## src/rtl/booth_pkg.sv

```systemverilog
// Shared types and helpers for the sequential Booth multiplier.
// Holds the FSM state, the recoded Booth operation and the counter sizing function.
package booth_pkg;

  typedef enum logic [1:0] {
    IDLE = 2'd0,
    RUN  = 2'd1,
    DONE = 2'd2
  } state_t;

  typedef enum logic [2:0] {
    OP_NOP  = 3'd0,
    OP_ADD1 = 3'd1,
    OP_SUB1 = 3'd2,
    OP_ADD2 = 3'd3,
    OP_SUB2 = 3'd4
  } booth_op_t;

  // Counter width: must be able to hold STEPS, which is at most WIDTH.
  function automatic int steps(input int width);
    return $clog2(width) + 1;
  endfunction

  function automatic booth_op_t recode2(input logic [1:0] win);
    case (win)
      2'b01:   return OP_ADD1;
      2'b10:   return OP_SUB1;
      default: return OP_NOP;
    endcase
  endfunction

  function automatic booth_op_t recode4(input logic [2:0] win);
    case (win)
      3'b001, 3'b010: return OP_ADD1;
      3'b011:         return OP_ADD2;
      3'b100:         return OP_SUB2;
      3'b101, 3'b110: return OP_SUB1;
      default:        return OP_NOP;
    endcase
  endfunction

endpackage

```

## src/rtl/booth_addsub.sv

```systemverilog
// Parametrised adder/subtractor: sum = a + b when sub=0, a - b when sub=1.
// Subtraction is b inverted with a carry-in of one.
module booth_addsub #(
  parameter int N = 9
) (
  input  logic [N-1:0] a,
  input  logic [N-1:0] b,
  input  logic         sub,
  output logic [N-1:0] sum
);

  logic [N-1:0] b_x;

  assign b_x = b ^ {N{sub}};
  assign sum = a + b_x + {{(N-1){1'b0}}, sub};

endmodule

```

## src/rtl/booth_seq_multiplier.sv

```systemverilog
// Iterative signed Booth multiplier, one recoding step per clock, start/busy/done handshake.
// Define BOOTH_RADIX4_EN for the radix-4 (modified Booth) datapath; default is radix-2.
module booth_seq_multiplier
  import booth_pkg::*;
#(
  parameter int WIDTH = 8
) (
  input  logic               clk,
  input  logic               rst,
  input  logic               start,
  input  logic [WIDTH-1:0]   multiplicand,
  input  logic [WIDTH-1:0]   multiplier,
  output logic               busy,
  output logic               done,
  output logic [2*WIDTH-1:0] product
);

`ifdef BOOTH_RADIX4_EN
  localparam int STEPS = WIDTH / 2;
  localparam int AW    = WIDTH + 2;
`else
  localparam int STEPS = WIDTH;
  localparam int AW    = WIDTH + 1;
`endif
  localparam int CW = steps(WIDTH);

  state_t             state_q, state_d;
  logic [AW-1:0]      acc_q, acc_d;
  logic [WIDTH-1:0]   q_q, q_d;
  logic               qm1_q, qm1_d;
  logic [WIDTH-1:0]   m_q, m_d;
  logic [CW-1:0]      count_q, count_d;
  logic [2*WIDTH-1:0] product_q, product_d;

  booth_op_t          op;
  logic [AW-1:0]      m_ext, addend, sum, acc_sh;
  logic [WIDTH-1:0]   q_sh;
  logic               qm1_sh, sub;

  // Guard bits in the accumulator keep -2^(WIDTH-1) (and its double) representable.
  assign m_ext = {{(AW-WIDTH){m_q[WIDTH-1]}}, m_q};

`ifdef BOOTH_RADIX4_EN
  assign op     = recode4({q_q[1:0], qm1_q});
  assign acc_sh = {{2{sum[AW-1]}}, sum[AW-1:2]};
  assign q_sh   = {sum[1:0], q_q[WIDTH-1:2]};
  assign qm1_sh = q_q[1];
`else
  assign op     = recode2({q_q[0], qm1_q});
  assign acc_sh = {sum[AW-1], sum[AW-1:1]};
  assign q_sh   = {sum[0], q_q[WIDTH-1:1]};
  assign qm1_sh = q_q[0];
`endif

  always_comb begin
    addend = '0;
    sub    = 1'b0;
    case (op)
      OP_ADD1: addend = m_ext;
      OP_SUB1: begin addend = m_ext; sub = 1'b1; end
`ifdef BOOTH_RADIX4_EN
      OP_ADD2: addend = {m_ext[AW-2:0], 1'b0};
      OP_SUB2: begin addend = {m_ext[AW-2:0], 1'b0}; sub = 1'b1; end
`endif
      default: ;
    endcase
  end

  booth_addsub #(.N(AW)) u_addsub (
    .a   (acc_q),
    .b   (addend),
    .sub (sub),
    .sum (sum)
  );

  always_comb begin
    state_d   = state_q;
    acc_d     = acc_q;
    q_d       = q_q;
    qm1_d     = qm1_q;
    m_d       = m_q;
    count_d   = count_q;
    product_d = product_q;
    case (state_q)
      IDLE, DONE: begin
        if (start) begin
          acc_d   = '0;
          q_d     = multiplier;
          qm1_d   = 1'b0;
          m_d     = multiplicand;
          count_d = CW'(STEPS);
          state_d = RUN;
        end else if (state_q == DONE) begin
          state_d = IDLE;
        end
      end
      RUN: begin
        acc_d   = acc_sh;
        q_d     = q_sh;
        qm1_d   = qm1_sh;
        count_d = count_q - CW'(1);
        if (count_q == CW'(1)) begin
          state_d   = DONE;
          product_d = {acc_sh[WIDTH-1:0], q_sh};
        end
      end
      default: state_d = IDLE;
    endcase
  end

  always_ff @(posedge clk) begin
    if (rst) begin
      state_q   <= IDLE;
      acc_q     <= '0;
      q_q       <= '0;
      qm1_q     <= 1'b0;
      m_q       <= '0;
      count_q   <= '0;
      product_q <= '0;
    end else begin
      state_q   <= state_d;
      acc_q     <= acc_d;
      q_q       <= q_d;
      qm1_q     <= qm1_d;
      m_q       <= m_d;
      count_q   <= count_d;
      product_q <= product_d;
    end
  end

  assign busy    = (state_q == RUN);
  assign done    = (state_q == DONE);
  assign product = product_q;

endmodule

```

## config.mk

```make
export PLATFORM = sky130hd
export DESIGN_NAME = booth_seq_multiplier
export DESIGN_NICKNAME = d
export VERILOG_FILES = /design/src/rtl/booth_pkg.sv /design/src/rtl/booth_addsub.sv /design/src/rtl/booth_seq_multiplier.sv
export SDC_FILE = /design/constraint.sdc
export NUM_CORES = 1
export LEC_CHECK = 0
export CAP_MARGIN = 20
export CORE_ASPECT_RATIO = 1.75
export CORE_MARGIN = 5
export CORE_UTILIZATION = 50
export DETAILED_ROUTE_END_ITERATION = 10
export PLACE_DENSITY_LB_ADDON = 0.3
export SLEW_MARGIN = 20
export SYNTH_ARGS = -nofsm -noshare
export SYNTH_HDL_FRONTEND = slang
export SYNTH_SLANG_ARGS = --single-unit
```

## constraint.sdc

```tcl
create_clock -name clk -period 5.1 [get_ports clk]
set_input_delay 1.53 -clock clk [delete_from_list [all_inputs] [get_ports clk]]
set_output_delay 1.53 -clock clk [all_outputs]
set_load 0.005 [all_outputs]
```

* After elaboration in Yosys (flattened, before gate mapping)
Cells that the tools add are included.
Operators by class: reductions and logical operators 8, bitwise operators 1, eq/ne operators 10, mux-type cells 15, add/subtract/negate cells 3
Operator list (number):
- $mux 9 | 2
- $pmux 9 s2 | 1
- $pmux 8 s2 | 1
- $add 9x1->9 | 1
- $add 9x9->9 | 1
- $xor 9x9->9 | 1
- $mux 8 | 1
- $pmux 2 s2 | 2
- $pmux 4 s2 | 1
- $reduce_and 2->1 | 4
- $mux 2 | 3
- $eq 2x1->1 const B | 2
- $eq 2x2->1 const B | 2
- $eq 4x1->1 const B | 1
- $mux 4 | 1
- $reduce_or 2->1 | 2
- $sub 4x1->4 const B | 1
- $eq 3x1->1 const B | 1
- $eq 3x2->1 const B | 1
- $ne 3x3->1 const B | 1
- $logic_not 2->1 | 1
- $mux 1 | 2
- $ne 2x1->1 const B | 1
- $ne 2x2->1 const B | 1
- other kinds (2) | 2
Word-level totals: register bits 48, output and inout port bits 18, logic and storage cells 44

* Longest topological paths before layout
depth after elaboration 9, gate-level depth with buffers 12, depth with buffers taken out 12

* Cells and area by module
Synthesis repeated with hierarchy kept, for this count alone.
Second synthesis, totals: cells, all modules 254, area, all modules 2287.2 um^2
By module, submodules not included:
- booth_seq_multiplier | area an instance 1798.0 um^2, cells an instance 191, instances 1, sequential area each 940.9 um^2
- booth_addsub | area an instance 489.2 um^2, cells an instance 63, instances 1, sequential area each 0.0 um^2

* Least setup slack after synthesis
OpenSTA, ideal clock, no wires.
path kind input -> register, start point input start, end point register q_q[3], setup time 71 ps, slack 2579 ps, data required time 5029 ps, arrival time 2450 ps, buffers on the path 2, stages 5, cells stage by stage nor2b_1 > clkbuf_1 > clkbuf_1 > a22oi_1 > a21oi_1
On the way: longest elaborated chain between the ends 2
RTL lines:
- start: declaration | RTL line booth_seq_multiplier.sv:10 | input logic start,
- $ne 2x2->1 (no line)
- $reduce_and 2->1 (no line)
- end signal: assignment | RTL line booth_seq_multiplier.sv:123 | q_q <= q_d;
- end: declaration | RTL line booth_seq_multiplier.sv:29 | logic [WIDTH-1:0] q_q, q_d;
No other way between the ends. A chain may end at the register's enable or synchronous reset.

* Worst setup path after layout
start point register state_q[0], end point output busy
On the way: longest elaborated chain between the ends 1
RTL lines:
- start: declaration | RTL line booth_seq_multiplier.sv:27 | state_t state_q, state_d;
- start signal: assignment | RTL line booth_seq_multiplier.sv:121 | state_q <= state_d;
- $eq 2x1->1 | RTL line booth_seq_multiplier.sv:131 | assign busy = (state_q == RUN);
- end: declaration | RTL line booth_seq_multiplier.sv:13 | output logic busy,
No other way between the ends.

==> results.toml <==
[timing]
hold_violations = 0
drv_slew = 0
rsz0062_at_grt = "no"
post-route-period-util = 0.716
postLayoutSetupSlackWorst_ns = 1.45
setup_viol = 0
finalClockSkew_ns = 0.00773
holdWs_ns = 0.455
period_minus_slack_ns = 3.65
tightest_slew_ns = 0.701
relSlewSlack = 0.532
fin_setup_tns_ns = 0
max_freq_mhz = 274

[drt]
avgRoutedWirePerCell_um = 13.4
route.detailed.drc = 0
antenna_left = 0
drtIter0Drc = 75
route.vias.total = 1858
routed_wirelength_mm = 4.65
dr.pass1.iters = 5
vias_per_cell = 5.34

[setup_path]
reg2reg_slack_ns = 2.34
reg2reg_to = "acc_q[7]$_SDFFE_PP0P_"
path_max_fanout = 22
critical_path_class = "register to output pin"
critPathCaptureType = "output pin"
critical_path_required_ns = 3.57
cp-start-kind = "register"
r2r-start = "qm1_q$_SDFFE_PP0P_"
ff2ff_path_depth = 12
cp.arrival_ns = 2.12

[synthesis]
yosys.area.top_type = "dfxtp_1"
yosys.area_share.simple = 0.217
synthMuxAreaShare = 0.0103
synth_fa_ha_area_frac = 0.0666
synth-seq-cells = 47
synth_area_per_cell_um2 = 8.13
synth_fp_nets = 298
ys_types = 33
synth_top_area_share = 0.432
synth.cell_area_mm2 = 0.00218
synth_area_leaders = "dfxtp_1, nand2_1, a21oi_1, ha_1, nor2_1"
yosysSeqAreaShare = 0.432
synth-async-reset-ratio = 0
synth_top_flop_cell = "dfxtp_1"
synth_top_family_by_area = "simple AND/OR/NAND/NOR gates"
synthXorXnorAreaFrac = 0.0523
synth-edff-count = 0
yosys_warnings = 0
netlist_instances = 268
synth_compound_area_frac = 0.183

[die]
core_mm2 = 0.00419
fp.dieW_um = 59.9
start_util = 0.520
die_h_um = 97.3
rows = 31
dieArea_mm2 = 0.00583
ios = 37

[clock_network]
cts_tree = "built"
clk_latency_ns = 0.30
clk_pin_slew_worst_paths_ns = 0.09
clock_path_buffers = 2
cts_sinks = 47
cts_resized = 0
hold_buffers = 0
cts_setup_buffers = 0
numCtsBuffers = 5
clock-root-buffer = "clkbuf_8"
htree_levels = 2

[hold_path]
min_from = "product[14]$_SDFFE_PP0P_"
whs_path_depth = 2
hold_path.class = "register to register"
holdPathEnd = "product[14]$_SDFFE_PP0P_"

[pwr]
peakVddDrop_uv = 177
power_density_mw_per_mm2 = 312
power_leakage_nw = 0.999

[final_layout]
nNetsFinal = 328
n_fill_cell = 359
fin_util = 0.642
syn2layout_area_growth_pct = 23.5
layout-drive-gt1-share = 0.0435
num_antenna_cells = 0
layout_commonest_cell = "nand2_1"
layout.cells.non_filler = 348
final_cell_mix = "nand2_1, dfxtp_1, a21oi_1"

[global_route]
grt_max_degree = 48
overflow = 0
grt_pass1_wl_mm = 8.04
antenna_found_initial = 0
grt_pass1_vias = 1789
grtUsageTotal = 0.174

[place]
portBuffers = 36
dp_hpwl_mm = 3.27
place_ws_ns = 1.77
numPlacedInstances = 340
gp_congestion = 0.842

[job]
max-cap-violations = 0

[outcome]
status = "finished clean"
## worst max-delay path by stage
stage               depth (start not counted)  slack (ns)                     to                     from
finish                                      3        1.45                   busy  state_q[0]$_SDFFE_PP0P_
global route                                3        1.28                   busy  state_q[0]$_SDFFE_PP0P_
floorplan                                   5        2.58    q_q[3]$_SDFFE_PP0P_                    start
global placement                            3        1.80                   busy  state_q[1]$_SDFFE_PP0P_
CTS                                         3        1.45                   busy  state_q[1]$_SDFFE_PP0P_
detailed placement                          5        1.77  acc_q[1]$_SDFFE_PP0P_                    start
## state kept, by name, summed over array words and instances, names as in the netlist
signal,cells
qm1_q,1
product,16
m_q,8
acc_q,8
count_q,4
q_q,8
state_q,2
## per-stage QoR
| step | instance area (um2) | power (mW) |
|---|---|---|
| 2_1_floorplan | 2180 | 0.491 |
| 3_3_place_gp | 2550 | 0.529 |
| 3_5_place_dp | 2560 | 0.532 |
| 4_1_cts | 2690 | 0.847 |
| 5_1_grt | 2690 | 0.876 |
| 6_report | 2690 | 0.839 |
## area by class of cell
| cell class | instances | area, um2 | area share |
|---|---|---|---|
| Tap cell | 49 | 61.3 | 0.0228 |
| Clock inverter | 2 | 60.1 | 0.0223 |
| Timing Repair Buffer | 38 | 375 | 0.139 |
| Sequential cell | 47 | 941 | 0.350 |
| Clock buffer | 6 | 72.6 | 0.0270 |
| Inverter | 6 | 22.5 | 0.00837 |
| Multi-Input combinational cell | 200 | 1160 | 0.430 |
## synth_stat cells, types with 2 or more instances
cell	n
nand2b_1	12
a211oi_1	4
nand4_1	2
xor2_1	5
a22oi_1	11
o21ai_0	3
dfxtp_1	47
buf_2	4
nor3_1	2
a21oi_1	39
xnor2_1	8
nor2b_1	2
inv_1	6
a21o_1	2
nor2_1	27
nand3_1	6
ha_1	10
clkbuf_1	11
nand2_1	53
## kinds of logic after synthesis
| group | after synthesis |
|---|---|
| simple gates | 108 |
| compound gates | 67 |
| flops | 47 |
| buf+inv | 21 |
| xor+xnor | 13 |
| fa+ha+maj | 11 |
| mux | 1 |
## layer usage
layer	global-route usage	part of all wire	vias up
met5	0	0	-
met4	0.0836	0.018	0
met3	0.0332	0.051	7
met2	0.296	0.53	41
met1	0.199	0.40	843
li1	-	-	967
## report_power, final
group	switching [mW]	leakage [nW]	internal, mW
clock	0.119	0.0654	0.196
combinational	0.0716	0.550	0.0549
sequential	0.0125	0.383	0.384
## worst max-delay path, cell delays in order, from the launching register on
cell and delay, ns:
dfxtp_1 0.37, nand2b_1 0.22, inv_1 0.59, clkdlybuf4s50_1 0.63
No activity file was read; power rests on OpenSTA's default activity.
